**src/rtl/xcom_tx_arb_if.sv**
```systemverilog
// Requester and link-side signals of the xcom TX arbiter.
// The arbiter uses the master view: it accepts requests and drives the link.
// The slave view belongs to the requesters and the link transmitter.
interface xcom_tx_arb_if #(
  parameter int NREQ = 4
);
  logic [NREQ-1:0]    req_vld_i;
  logic [NREQ-1:0]    req_rdy_o;
  logic [NREQ*8-1:0]  req_header_i;
  logic [NREQ*32-1:0] req_data_i;
  logic               tx_vld_o;
  logic               tx_rdy_i;
  logic [7:0]         tx_header_o;
  logic [31:0]        tx_data_o;
  logic [NREQ-1:0]    grant_o;
  logic               busy_o;

  modport master (
    input  req_vld_i, req_header_i, req_data_i, tx_rdy_i,
    output req_rdy_o, tx_vld_o, tx_header_o, tx_data_o, grant_o, busy_o
  );

  modport slave (
    output req_vld_i, req_header_i, req_data_i, tx_rdy_i,
    input  req_rdy_o, tx_vld_o, tx_header_o, tx_data_o, grant_o, busy_o
  );
endinterface

```
**src/rtl/xcom_tx_arb.sv**
```systemverilog
// Round-robin arbiter sharing one xcom serial TX link among NREQ requesters.
// One packet (8-bit header + 32-bit data) is latched from the winner, offered
// to the link, the serial transfer is awaited (tx_rdy_i low then high again),
// and a programmable idle gap is inserted before the next arbitration.
module xcom_tx_arb #(
  parameter int NREQ  = 4,
  parameter int GAP_W = 4
) (
  input  logic             x_clk_i,
  input  logic             x_rst_i,
  input  logic [GAP_W-1:0] gap_cfg_i,
  input  logic             pri_en_i,
  xcom_tx_arb_if.master    bus
);

  localparam int IDX_W = (NREQ > 1) ? $clog2(NREQ) : 1;

  typedef enum logic [1:0] {
    ST_IDLE,
    ST_SEND,
    ST_WAIT,
    ST_GAP
  } state_t;

  state_t           state;
  logic [IDX_W-1:0] last;
  logic [GAP_W-1:0] gap_cnt;
  logic             seen_busy;
  logic             tx_vld_r;
  logic [7:0]       tx_header_r;
  logic [31:0]      tx_data_r;
  logic [NREQ-1:0]  grant_r;
  logic             busy_r;

  logic             win_vld;
  logic [IDX_W-1:0] win_idx;
  logic [IDX_W-1:0] cand_idx;
  int               cand;
  logic [NREQ-1:0]  req_rdy;

  // Winner search: requester 0 under strict priority, else first valid after last.
  always_comb begin
    win_vld  = 1'b0;
    win_idx  = '0;
    cand     = 0;
    cand_idx = '0;
    if (pri_en_i && bus.req_vld_i[0]) begin
      win_vld = 1'b1;
    end else begin
      for (int s = 1; s <= NREQ; s++) begin
        cand = int'(last) + s;
        if (cand >= NREQ) cand = cand - NREQ;
        cand_idx = IDX_W'(cand);
        if (!win_vld && bus.req_vld_i[cand_idx]) begin
          win_vld = 1'b1;
          win_idx = cand_idx;
        end
      end
    end
  end

  // Accept strobe to the winner, only offered while the arbiter is idle.
  always_comb begin
    req_rdy = '0;
    if ((state == ST_IDLE) && win_vld) req_rdy[win_idx] = 1'b1;
  end

  // Packet FSM: capture, offer to link, await transfer, then idle gap.
  always_ff @(posedge x_clk_i or posedge x_rst_i) begin
    if (x_rst_i) begin
      state       <= ST_IDLE;
      last        <= IDX_W'(NREQ - 1);
      gap_cnt     <= '0;
      seen_busy   <= 1'b0;
      tx_vld_r    <= 1'b0;
      tx_header_r <= '0;
      tx_data_r   <= '0;
      grant_r     <= '0;
      busy_r      <= 1'b0;
    end else begin
      unique case (state)
        ST_IDLE: begin
          if (win_vld) begin
            tx_header_r <= bus.req_header_i[{win_idx, 3'b000} +: 8];
            tx_data_r   <= bus.req_data_i[{win_idx, 5'b00000} +: 32];
            tx_vld_r    <= 1'b1;
            grant_r     <= NREQ'(1) << win_idx;
            last        <= win_idx;
            busy_r      <= 1'b1;
            state       <= ST_SEND;
          end
        end
        ST_SEND: begin
          if (tx_vld_r && bus.tx_rdy_i) begin
            tx_vld_r  <= 1'b0;
            seen_busy <= 1'b0;
            state     <= ST_WAIT;
          end
        end
        ST_WAIT: begin
          // The link signals completion by dropping ready and raising it again.
          if (!bus.tx_rdy_i) begin
            seen_busy <= 1'b1;
          end else if (seen_busy) begin
            gap_cnt <= gap_cfg_i;
            grant_r <= '0;
            state   <= ST_GAP;
          end
        end
        ST_GAP: begin
          if (gap_cnt == '0) begin
            busy_r <= 1'b0;
            state  <= ST_IDLE;
          end else begin
            gap_cnt <= gap_cnt - GAP_W'(1);
          end
        end
        default: state <= ST_IDLE;
      endcase
    end
  end

  assign bus.req_rdy_o   = req_rdy;
  assign bus.tx_vld_o    = tx_vld_r;
  assign bus.tx_header_o = tx_header_r;
  assign bus.tx_data_o   = tx_data_r;
  assign bus.grant_o     = grant_r;
  assign bus.busy_o      = busy_r;

endmodule
```
**src/flat_wrapper.sv**
```systemverilog
// flat-port wrapper written by rule: the top's interface ports become plain ports
module xcom_tx_arb_flat 
#(
  parameter int NREQ  = 4,
  parameter int GAP_W = 4
)
  (x_clk_i, x_rst_i, gap_cfg_i, pri_en_i, bus_req_vld_i, bus_req_header_i, bus_req_data_i, bus_tx_rdy_i, bus_req_rdy_o, bus_tx_vld_o, bus_tx_header_o, bus_tx_data_o, bus_grant_o, bus_busy_o);
  xcom_tx_arb_if #(.NREQ(NREQ)) bus_i ();
  input  logic x_clk_i;
  input  logic x_rst_i;
  input  logic [GAP_W-1:0] gap_cfg_i;
  input  logic pri_en_i;
  input wire logic [$bits(bus_i.req_vld_i)-1:0] bus_req_vld_i;
  input wire logic [$bits(bus_i.req_header_i)-1:0] bus_req_header_i;
  input wire logic [$bits(bus_i.req_data_i)-1:0] bus_req_data_i;
  input wire logic [$bits(bus_i.tx_rdy_i)-1:0] bus_tx_rdy_i;
  output wire logic [$bits(bus_i.req_rdy_o)-1:0] bus_req_rdy_o;
  output wire logic [$bits(bus_i.tx_vld_o)-1:0] bus_tx_vld_o;
  output wire logic [$bits(bus_i.tx_header_o)-1:0] bus_tx_header_o;
  output wire logic [$bits(bus_i.tx_data_o)-1:0] bus_tx_data_o;
  output wire logic [$bits(bus_i.grant_o)-1:0] bus_grant_o;
  output wire logic [$bits(bus_i.busy_o)-1:0] bus_busy_o;
  assign bus_i.req_vld_i = bus_req_vld_i;
  assign bus_i.req_header_i = bus_req_header_i;
  assign bus_i.req_data_i = bus_req_data_i;
  assign bus_i.tx_rdy_i = bus_tx_rdy_i;
  assign bus_req_rdy_o = bus_i.req_rdy_o;
  assign bus_tx_vld_o = bus_i.tx_vld_o;
  assign bus_tx_header_o = bus_i.tx_header_o;
  assign bus_tx_data_o = bus_i.tx_data_o;
  assign bus_grant_o = bus_i.grant_o;
  assign bus_busy_o = bus_i.busy_o;
  xcom_tx_arb #(.NREQ(NREQ), .GAP_W(GAP_W)) u_core (.x_clk_i(x_clk_i), .x_rst_i(x_rst_i), .gap_cfg_i(gap_cfg_i), .pri_en_i(pri_en_i), .bus(bus_i));
endmodule
```
**config.mk**
```make
export PLATFORM = sky130hd
export DESIGN_NAME = xcom_tx_arb_flat
export DESIGN_NICKNAME = d
export VERILOG_FILES = /design/src/rtl/xcom_tx_arb_if.sv /design/src/rtl/xcom_tx_arb.sv /design/src/flat_wrapper.sv
export SDC_FILE = /design/constraint.sdc
export NUM_CORES = 1
export LEC_CHECK = 0
export BUFFER_PORTS_ARGS = -buffer_cell sky130_fd_sc_hd__buf_4
export CELL_PAD_IN_SITES_DETAIL_PLACEMENT = 0
export CELL_PAD_IN_SITES_GLOBAL_PLACEMENT = 1
export CORE_AREA = 4 4 121 123
export DETAILED_ROUTE_END_ITERATION = 6
export DIE_AREA = 0 0 125 127
export PLACE_DENSITY_LB_ADDON = 0.1
export SLEW_MARGIN = 15
export SYNTH_ARGS = -nofsm -noshare
export SYNTH_HDL_FRONTEND = slang
export SYNTH_SLANG_ARGS = --single-unit
```
**constraint.sdc**
```tcl
create_clock -name x_clk_i -period 2.39 [get_ports x_clk_i]
set_input_delay 0.239 -clock x_clk_i [delete_from_list [all_inputs] [get_ports x_clk_i]]
set_output_delay 0.239 -clock x_clk_i [all_outputs]
set_load 0.02 [all_outputs]
```
After elaboration in Yosys (flattened, before gate mapping)
Index checks and enable logic that the tools add are counted.
Widths: inputs -> output; s select.
{"block": "word_totals", "regBits": 55}
{"block": "classes", "n_lt_le_gt_ge": 10, "shifts": 3, "n_eq_ne": 10, "reduce_logical": 24, "addsub": 9, "n_mux": 53}
{"cell": "$shiftx 128x8->32", "count": 1}
{"cell": "$mux 2", "count": 18}
{"cell": "$shiftx 32x6->8", "count": 1}
{"cell": "$mux 4", "count": 7}
{"cell": "$mux 1", "count": 17}
{"cell": "$pmux 4 s2", "count": 2}
{"cell": "$lt 2x3->1 const B", "count": 5}
{"cell": "$reduce_bool 2->1", "count": 5}
{"cell": "$ge 3x3->1 const B", "count": 3}
{"cell": "$reduce_and 3->1", "count": 3}
{"cell": "$bmux 1 s2", "count": 4}
{"cell": "$ne 2x1->1 const B", "count": 4}
{"cell": "$pmux 2 s4", "count": 1}
{"cell": "$reduce_and 4->1", "count": 2}
{"cell": "$sub 2x1->2 const B", "count": 4}
{"cell": "$logic_and 1x1->1", "count": 7}
{"cell": "$add 2x2->3 const B", "count": 2}
{"cell": "$ne 2x2->1 const B", "count": 3}
{"cell": "$pmux 1 s2", "count": 3}
{"cell": "$reduce_and 5->1", "count": 1}
{"cell": "$add 2x3->4 const B", "count": 1}
{"cell": "$eq 2x2->1 const B", "count": 2}
{"cell": "$ge 4x3->1 const B", "count": 1}
{"cell": "$logic_not 4->1", "count": 1}
{"cell": "9 further kinds", "count": 11}

Logic depth before layout (Yosys ltp)
{"block": "depth", "word_depth": 25, "ltp_mapped": 9}

Worst setup path before layout
No wires, ideal clock.
{"block": "synth_timing", "kind": "register to register", "startpoint": "register u_core.last[0]", "endpoint": "register u_core.state[1]", "path_stages_with_launch": 6, "setup_ns": 0.128, "period_less_slack_ns": 2.074, "n_path_buf": 0, "t_arrival_ns": 1.947, "path_slack_ns": 0.316, "path_cell_list": "dfstp_2 > and2b_4 > a2111o_1 > a221oi_2 > nor3_1 > mux2_1"}
{"block": "synth_between", "elab_chain_len": 22, "elab_cells_between_ends": 44, "classes_between": "add/sub (8); order compare (4); eq/ne (1); mux (24); reduce/logical (7)"}
{"element": "from (decl)", "line_no": "xcom_tx_arb.sv:26", "rtl": "logic [IDX_W-1:0] last;"}
{"element": "from (signal assigned)", "line_no": "xcom_tx_arb.sv:72", "rtl": "last <= IDX_W'(NREQ - 1);"}
{"element": "from (signal assigned)", "line_no": "xcom_tx_arb.sv:88", "rtl": "last <= win_idx;"}
{"element": "$add 2x1->3", "line_no": "xcom_tx_arb.sv:51", "rtl": "cand = int'(last) + s;"}
{"element": "$ge 3x3->1 or $sub 2x1->2 (tied branches)", "line_no": "xcom_tx_arb.sv:52", "rtl": "if (cand >= NREQ) cand = cand - NREQ;"}
{"element": "$mux 2", "line_no": "xcom_tx_arb.sv:52"}
{"element": "$mux 2", "line_no": "xcom_tx_arb.sv:47", "rtl": "if (pri_en_i && bus.req_vld_i[0]) begin"}
{"element": "$bmux 1 s2", "line_no": "xcom_tx_arb.sv:54", "rtl": "if (!win_vld && bus.req_vld_i[cand_idx]) begin"}
{"element": "$mux 1 (not written as such)", "line_no": "xcom_tx_arb.sv:54"}
{"element": "$mux 1", "line_no": "xcom_tx_arb.sv:54"}
{"element": "$mux 1", "line_no": "xcom_tx_arb.sv:47"}
{"element": "[... 6 more ...]"}
{"element": "$mux 1", "line_no": "xcom_tx_arb.sv:54"}
{"element": "$mux 1", "line_no": "xcom_tx_arb.sv:47"}
{"element": "$logic_not 1->1", "line_no": "xcom_tx_arb.sv:54"}
{"element": "$logic_and 1x1->1", "line_no": "xcom_tx_arb.sv:54"}
{"element": "$mux 1 *", "line_no": "xcom_tx_arb.sv:54"}
{"element": "$mux 1 *", "line_no": "xcom_tx_arb.sv:47"}
{"element": "$ne 2x1->1 (no line) *"}
{"element": "$reduce_and 5->1 (no line) *"}
{"element": "to (signal assigned)", "line_no": "xcom_tx_arb.sv:71", "rtl": "state <= ST_IDLE;"}
{"element": "to (signal assigned)", "line_no": "xcom_tx_arb.sv:90", "rtl": "state <= ST_SEND;"}
{"element": "to (signal assigned)", "line_no": "xcom_tx_arb.sv:97", "rtl": "state <= ST_WAIT;"}
{"element": "to (decl)", "line_no": "xcom_tx_arb.sv:25", "rtl": "state_t state;"}
Mark *: on every way between the ends. The rest lies on a longest branch, timed or not. The select of a mux whose other input is x is not followed.
A chain may end at the register's enable or synchronous reset.

Worst setup path in the final report
{"block": "layout_timing", "startpoint": "register u_core.last[0]", "endpoint": "output bus_req_rdy_o[3]"}
{"block": "layout_between", "elab_chain_len": 25, "elab_cells_between_ends": 54, "classes_between": "add/sub (8); order compare (6); mux (32); reduce/logical (8)"}
{"element": "$add 2x1->3", "line_no": "xcom_tx_arb.sv:51"}
{"element": "$ge 3x3->1 or $sub 2x1->2 (tied branches)", "line_no": "xcom_tx_arb.sv:52"}
{"element": "$mux 2", "line_no": "xcom_tx_arb.sv:52"}
{"element": "$mux 2", "line_no": "xcom_tx_arb.sv:47"}
{"element": "$bmux 1 s2", "line_no": "xcom_tx_arb.sv:54"}
{"element": "$mux 1 (not written as such)", "line_no": "xcom_tx_arb.sv:54"}
{"element": "$mux 1", "line_no": "xcom_tx_arb.sv:54"}
{"element": "$mux 1", "line_no": "xcom_tx_arb.sv:47"}
{"element": "[... 9 more ...]"}
{"element": "$logic_and 1x1->1", "line_no": "xcom_tx_arb.sv:54"}
{"element": "$mux 2", "line_no": "xcom_tx_arb.sv:54"}
{"element": "$mux 2", "line_no": "xcom_tx_arb.sv:47"}
{"element": "$lt 2x3->1 (not written as such) or $ge 2x1->1 (tied branches)", "line_no": "xcom_tx_arb.sv:65", "rtl": "if ((state == ST_IDLE) && win_vld) req_rdy[win_idx] = 1'b1;"}
{"element": "$logic_and 1x1->1 (not written as such)", "line_no": "xcom_tx_arb.sv:65"}
{"element": "$mux 1 (not written as such)", "line_no": "xcom_tx_arb.sv:65"}
{"element": "$demux 1 s2"}
{"element": "$mux 4 *", "line_no": "xcom_tx_arb.sv:65"}
{"element": "to (decl)", "line_no": "flat_wrapper.sv:17", "rtl": "output wire logic [$bits(bus_i.req_rdy_o)-1:0] bus_req_rdy_o;"}
Marks and branches as above.

==> impl_metrics.csv <==
group,metric,value,unit
timing,worst_clock_skew,0.00855,ns
run,timing.max_cap.violations,0,
timing,grt_setup_unrepaired,"true",
timing,fmax,426,MHz
power_and_ir_drop,static-leakage-power,2.86,nW
drt,detailedRoute.firstIterationViolations,349,
floorplanning,row_count,43,
floorplanning,ios,222,
synthesis,yosys_warnings,0,
global_route,remaining_global_route_overflow,0,
timing,setup_viol,0,
setup_path,timing.critical_path.to_type,"output pin",
drt,drt_drc_violations_left,0,
placed_design,gp_congestion,0.825,
setup_path,ordered_list_of_cells_on_the_worst_path,"and2b_4 -> a2111o_1 -> a22o_4 -> buf_8 -> nand4_1 -> inv_1 -> buf_6",
floorplanning,starting_utilization_of_the_core_area,29.4,%
drt,route.detailed.wl_per_inst,17.7,um
clocking,cts_made_buffers,5,
global_route,largest_net_degree_at_the_start_of_global_routing,56,
setup_path,worstRegToRegCells,7,
synthesis,register_area_share_after_synthesis,34.3,%
clocking,cts.root.buffer_cell,"sky130_fd_sc_hd__clkbuf_16",
global_route,antenna_found_initial,0,
synthesis,synthesis.area,0.00402,mm^2
timing,timing.final.crit_share,98.3,%
run_status,violations_in_the_final_reports,"hold timing",
synthesis,synth_async_sr_flop_share,100,%
floorplanning,floorplan.core_area,0.0137,mm^2
global_route,grt_pass1_vias,4685,
clocking,cts_tree,"yes",
floorplanning,horizontal_die_dimension,125,um
drt,antenna_left,0,
drt,wl,15500,um
synthesis,post_synth_fa_ha_maj_area_fraction,1.56,%
clocking,clock_latency,0.30,ns
clocking,tritoncts_num_sinks,55,
layout,layout.nets,868,
setup_path,cp-startpoint,"u_core.last[0]$_DFFE_PP1P_",
synthesis,postSynth.topFlopCell,"sky130_fd_sc_hd__dfrtp_1",
synthesis,synth.area.mux_share,6.76,%
timing,fin_hold_ws,-0.00552,ns
synthesis,synthesized_area_fraction_occupied_by_ao_oa_aoi_and_oai_cells,33.4,%
synthesis,postSynthRegisterBits,55,
layout,count_of_placed_standard_cells_in_the_final_layout_fillers_left_out,872,
setup_path,regToRegSetupSlack,0.11,ns
synthesis,synth_cell_type_count,52,
clocking,cts.clk_slew.worst_paths,0.07,ns
setup_path,r2r_end,"u_core.bus.tx_header_o[2]$_DFFE_PP0P_",
setup_path,crit_end,"bus_req_rdy_o[3]",
floorplanning,die_h,127,um
setup_path,critical_path.slowest_cell,"sky130_fd_sc_hd__dfstp_2",
timing,finalMaxSlewViolations,0,
synthesis,cell_count_after_synthesis,473,
timing,post-route-min-period,2.35,ns
run_status,run_status,"complete, but fails checks",
global_route,global_route.usage.total,18.6,%
layout,final_layout_size_suffix_gt1_share,46.2,%
placed_design,numPlacedInstances,851,
placed_design,place.detailed.hpwl,11700,um
timing,hold_viol_final,4,
drt,drt_first_pass_iters,7,
layout,fin_util,45.8,%
synthesis,synth_simple_gate_area_share,13.5,%
drt,via_count,4461,
timing,worst_slew_margin_rel,71.9,%
setup_path,timing.rr.start,"u_core.last[0]$_DFFE_PP1P_",
timing,tightest_slew,0.421,ns
setup_path,critPathLaunchType,"register",
floorplanning,floorplan.die_area,0.0159,mm^2
power_and_ir_drop,power_density,1150,mW/mm^2
power_and_ir_drop,ir_drop,0.000455,V
setup_path,worst_path_largest_cell_delay,0.55,ns
setup_path,path_max_fanout,4,
clocking,cts-htree-levels,2,
synthesis,synth-xor-area-share,0,%
placed_design,numPortBuffers,221,
setup_path,critical_path_class,"register to output pin",
synthesis,synth-edff-count,0,
layout,area_growth_syn_to_layout,55.7,%
clocking,cts_buffer_depth,2,
setup_path,critical_path_required_time,2.15,ns
global_route,grt_first_pass_wirelength,24200,um
min_path,worstHoldPathType,"input port to async pin",
synthesis,synth_top_family_by_area,"compound AO/OA/AOI/OAI gates",
layout,antenna_cells,0,
drt,vias_per_cell,5.12,
synthesis,postSynthNetCount,650,
setup_path,crit_arrival,2.11,ns
synthesis,synth_area_per_cell,8.49,um^2
## per-stage QoR
stage	instance area (um^2)	hold WS, ns	power (mW)	setup WS (ns)	TNS, ns
2_1_floorplan	4020	0.399	4.58	0.316	0
3_3_place_gp	5920	0.330	6.16	0.239	0
3_5_place_dp	5920	0.337	6.24	0.195	0
4_1_cts	6140	0.0123	7.12	-0.00531	-0.00531
5_1_grt	6250	0.0343	7.74	-0.0555	-0.0856
6_report	6250	-0.00552	7.20	0.0410	0
## report_power, final
part,internal [mW],total [mW],switching [mW]
logic,2.13,4.68,2.55
registers,1.43,1.74,0.311
clock network,0.420,0.776,0.356
total,3.97,7.20,3.22
## cell usage after synthesis (3+ instances only)
library cell / instances / area share, %
sky130_fd_sc_hd__a41oi_2: 16 / 6.5
sky130_fd_sc_hd__nor2b_1: 4 / 0.62
sky130_fd_sc_hd__clkbuf_1: 31 / 2.9
sky130_fd_sc_hd__a21oi_1: 64 / 8.0
sky130_fd_sc_hd__dfrtp_1: 53 / 33
sky130_fd_sc_hd__o31ai_1: 5 / 0.93
sky130_fd_sc_hd__a31oi_1: 3 / 0.47
sky130_fd_sc_hd__nand2_1: 80 / 7.5
sky130_fd_sc_hd__o32ai_1: 20 / 4.4
sky130_fd_sc_hd__buf_2: 6 / 0.75
sky130_fd_sc_hd__nor2_1: 10 / 0.93
sky130_fd_sc_hd__o21ai_0: 16 / 2.0
sky130_fd_sc_hd__a222oi_1: 20 / 5.0
sky130_fd_sc_hd__mux2_2: 19 / 5.3
sky130_fd_sc_hd__nor3_1: 3 / 0.37
sky130_fd_sc_hd__nand4_1: 3 / 0.47
sky130_fd_sc_hd__ha_1: 5 / 1.6
sky130_fd_sc_hd__nand3_1: 8 / 1.0
sky130_fd_sc_hd__nand2b_1: 5 / 0.78
sky130_fd_sc_hd__inv_1: 50 / 4.7
sky130_fd_sc_hd__a32oi_1: 3 / 0.65
sky130_fd_sc_hd__o21ai_1: 3 / 0.37
sky130_fd_sc_hd__and2_1: 3 / 0.47
sky130_fd_sc_hd__buf_6: 7 / 2.0
## state kept, by name, summed over array words and instances (netlist names)
name	count
u_core.gap_cnt	4
u_core.bus.tx_header_o	8
u_core.bus.busy_o	1
u_core.seen_busy	1
u_core.bus.tx_data_o	32
u_core.bus.grant_o	4
u_core.last	2
u_core.state	2
u_core.bus.tx_vld_o	1
## layout make-up
class                   instances  area [um^2]
repair buffers                256         2050
clock buffers                   6          139
multi-input cells             323         2260
clock inverters                 2         16.3
well taps                     180          225
fillers                      1374         7410
inverters                      50          188
flip-flops and latches         55         1380
## cells in the final DEF, fill, tap and decap left out, types with 2 or more instances in the layout
cell	Yosys	final
sky130_fd_sc_hd__mux2i_1	2	2
sky130_fd_sc_hd__mux2_2	19	19
sky130_fd_sc_hd__a32oi_1	3	3
sky130_fd_sc_hd__clkbuf_16	0	7
sky130_fd_sc_hd__inv_1	50	49
sky130_fd_sc_hd__nand4_1	3	3
sky130_fd_sc_hd__mux2_1	2	2
sky130_fd_sc_hd__o311ai_0	2	2
sky130_fd_sc_hd__buf_12	0	6
sky130_fd_sc_hd__or2_2	2	2
sky130_fd_sc_hd__o21ai_1	3	3
sky130_fd_sc_hd__dfstp_2	2	2
sky130_fd_sc_hd__o21ai_0	16	15
sky130_fd_sc_hd__buf_6	7	3
sky130_fd_sc_hd__and2_1	3	2
sky130_fd_sc_hd__nand2b_1	5	5
sky130_fd_sc_hd__nor2b_1	4	4
sky130_fd_sc_hd__o32ai_1	20	20
sky130_fd_sc_hd__a31oi_1	3	3
sky130_fd_sc_hd__a222oi_1	20	20
sky130_fd_sc_hd__o31ai_1	5	5
sky130_fd_sc_hd__o211ai_1	2	2
sky130_fd_sc_hd__nand3_1	8	7
sky130_fd_sc_hd__nor2_1	10	10
sky130_fd_sc_hd__ha_1	5	4
sky130_fd_sc_hd__nor3_1	3	3
sky130_fd_sc_hd__a21oi_1	64	63
sky130_fd_sc_hd__nand2_1	80	80
sky130_fd_sc_hd__o22a_1	2	2
sky130_fd_sc_hd__buf_4	1	244
sky130_fd_sc_hd__a41oi_2	16	16
sky130_fd_sc_hd__dfrtp_1	53	53
## layer usage
layer	wire [um]	global-route usage, %
met5	0	0
met3	1070	4.47
met2	7740	33.3
met1	6470	22.8
met4	187	3.83
## kinds of logic after synthesis
family          count (synthesis)
compound gates                171
fa+ha+maj                       5
buf+inv                        95
flops                          55
mux                            24
simple gates                  123
## worst min-delay path by stage
stage / start / endpoint / cells after the start
after floorplan: bus_req_header_i[15] / u_core.bus.tx_header_o[7]$_DFFE_PP0P_ / 2
after global placement: x_rst_i / u_core.seen_busy$_DFFE_PP0P_ / 3
after detailed placement: x_rst_i / u_core.seen_busy$_DFFE_PP0P_ / 3
after CTS: x_rst_i / u_core.seen_busy$_DFFE_PP0P_ / 3
after global routing: x_rst_i / u_core.seen_busy$_DFFE_PP0P_ / 3
final: x_rst_i / u_core.seen_busy$_DFFE_PP0P_ / 3
## worst max-delay path, delay by kind of cell, from the launching register on
kind,cells,cell delay (ns)
AO/OA/AOI/OAI,2,0.66
buffers and inverters,3,0.32
flip-flops,1,0.55
AND/OR/NAND/NOR,2,0.30
## repair_timing
action | CTS | global route
pin swaps | 3 | 5
setup endpoints to repair | 3 | 3
gates resized for setup | 2 | 9
hold buffers | 0 | 0
buffers inserted | 6 | 5
hold endpoints to repair | 0 | 0
gates cloned | 0 | 2
Power figures use the tool's default switching activity.
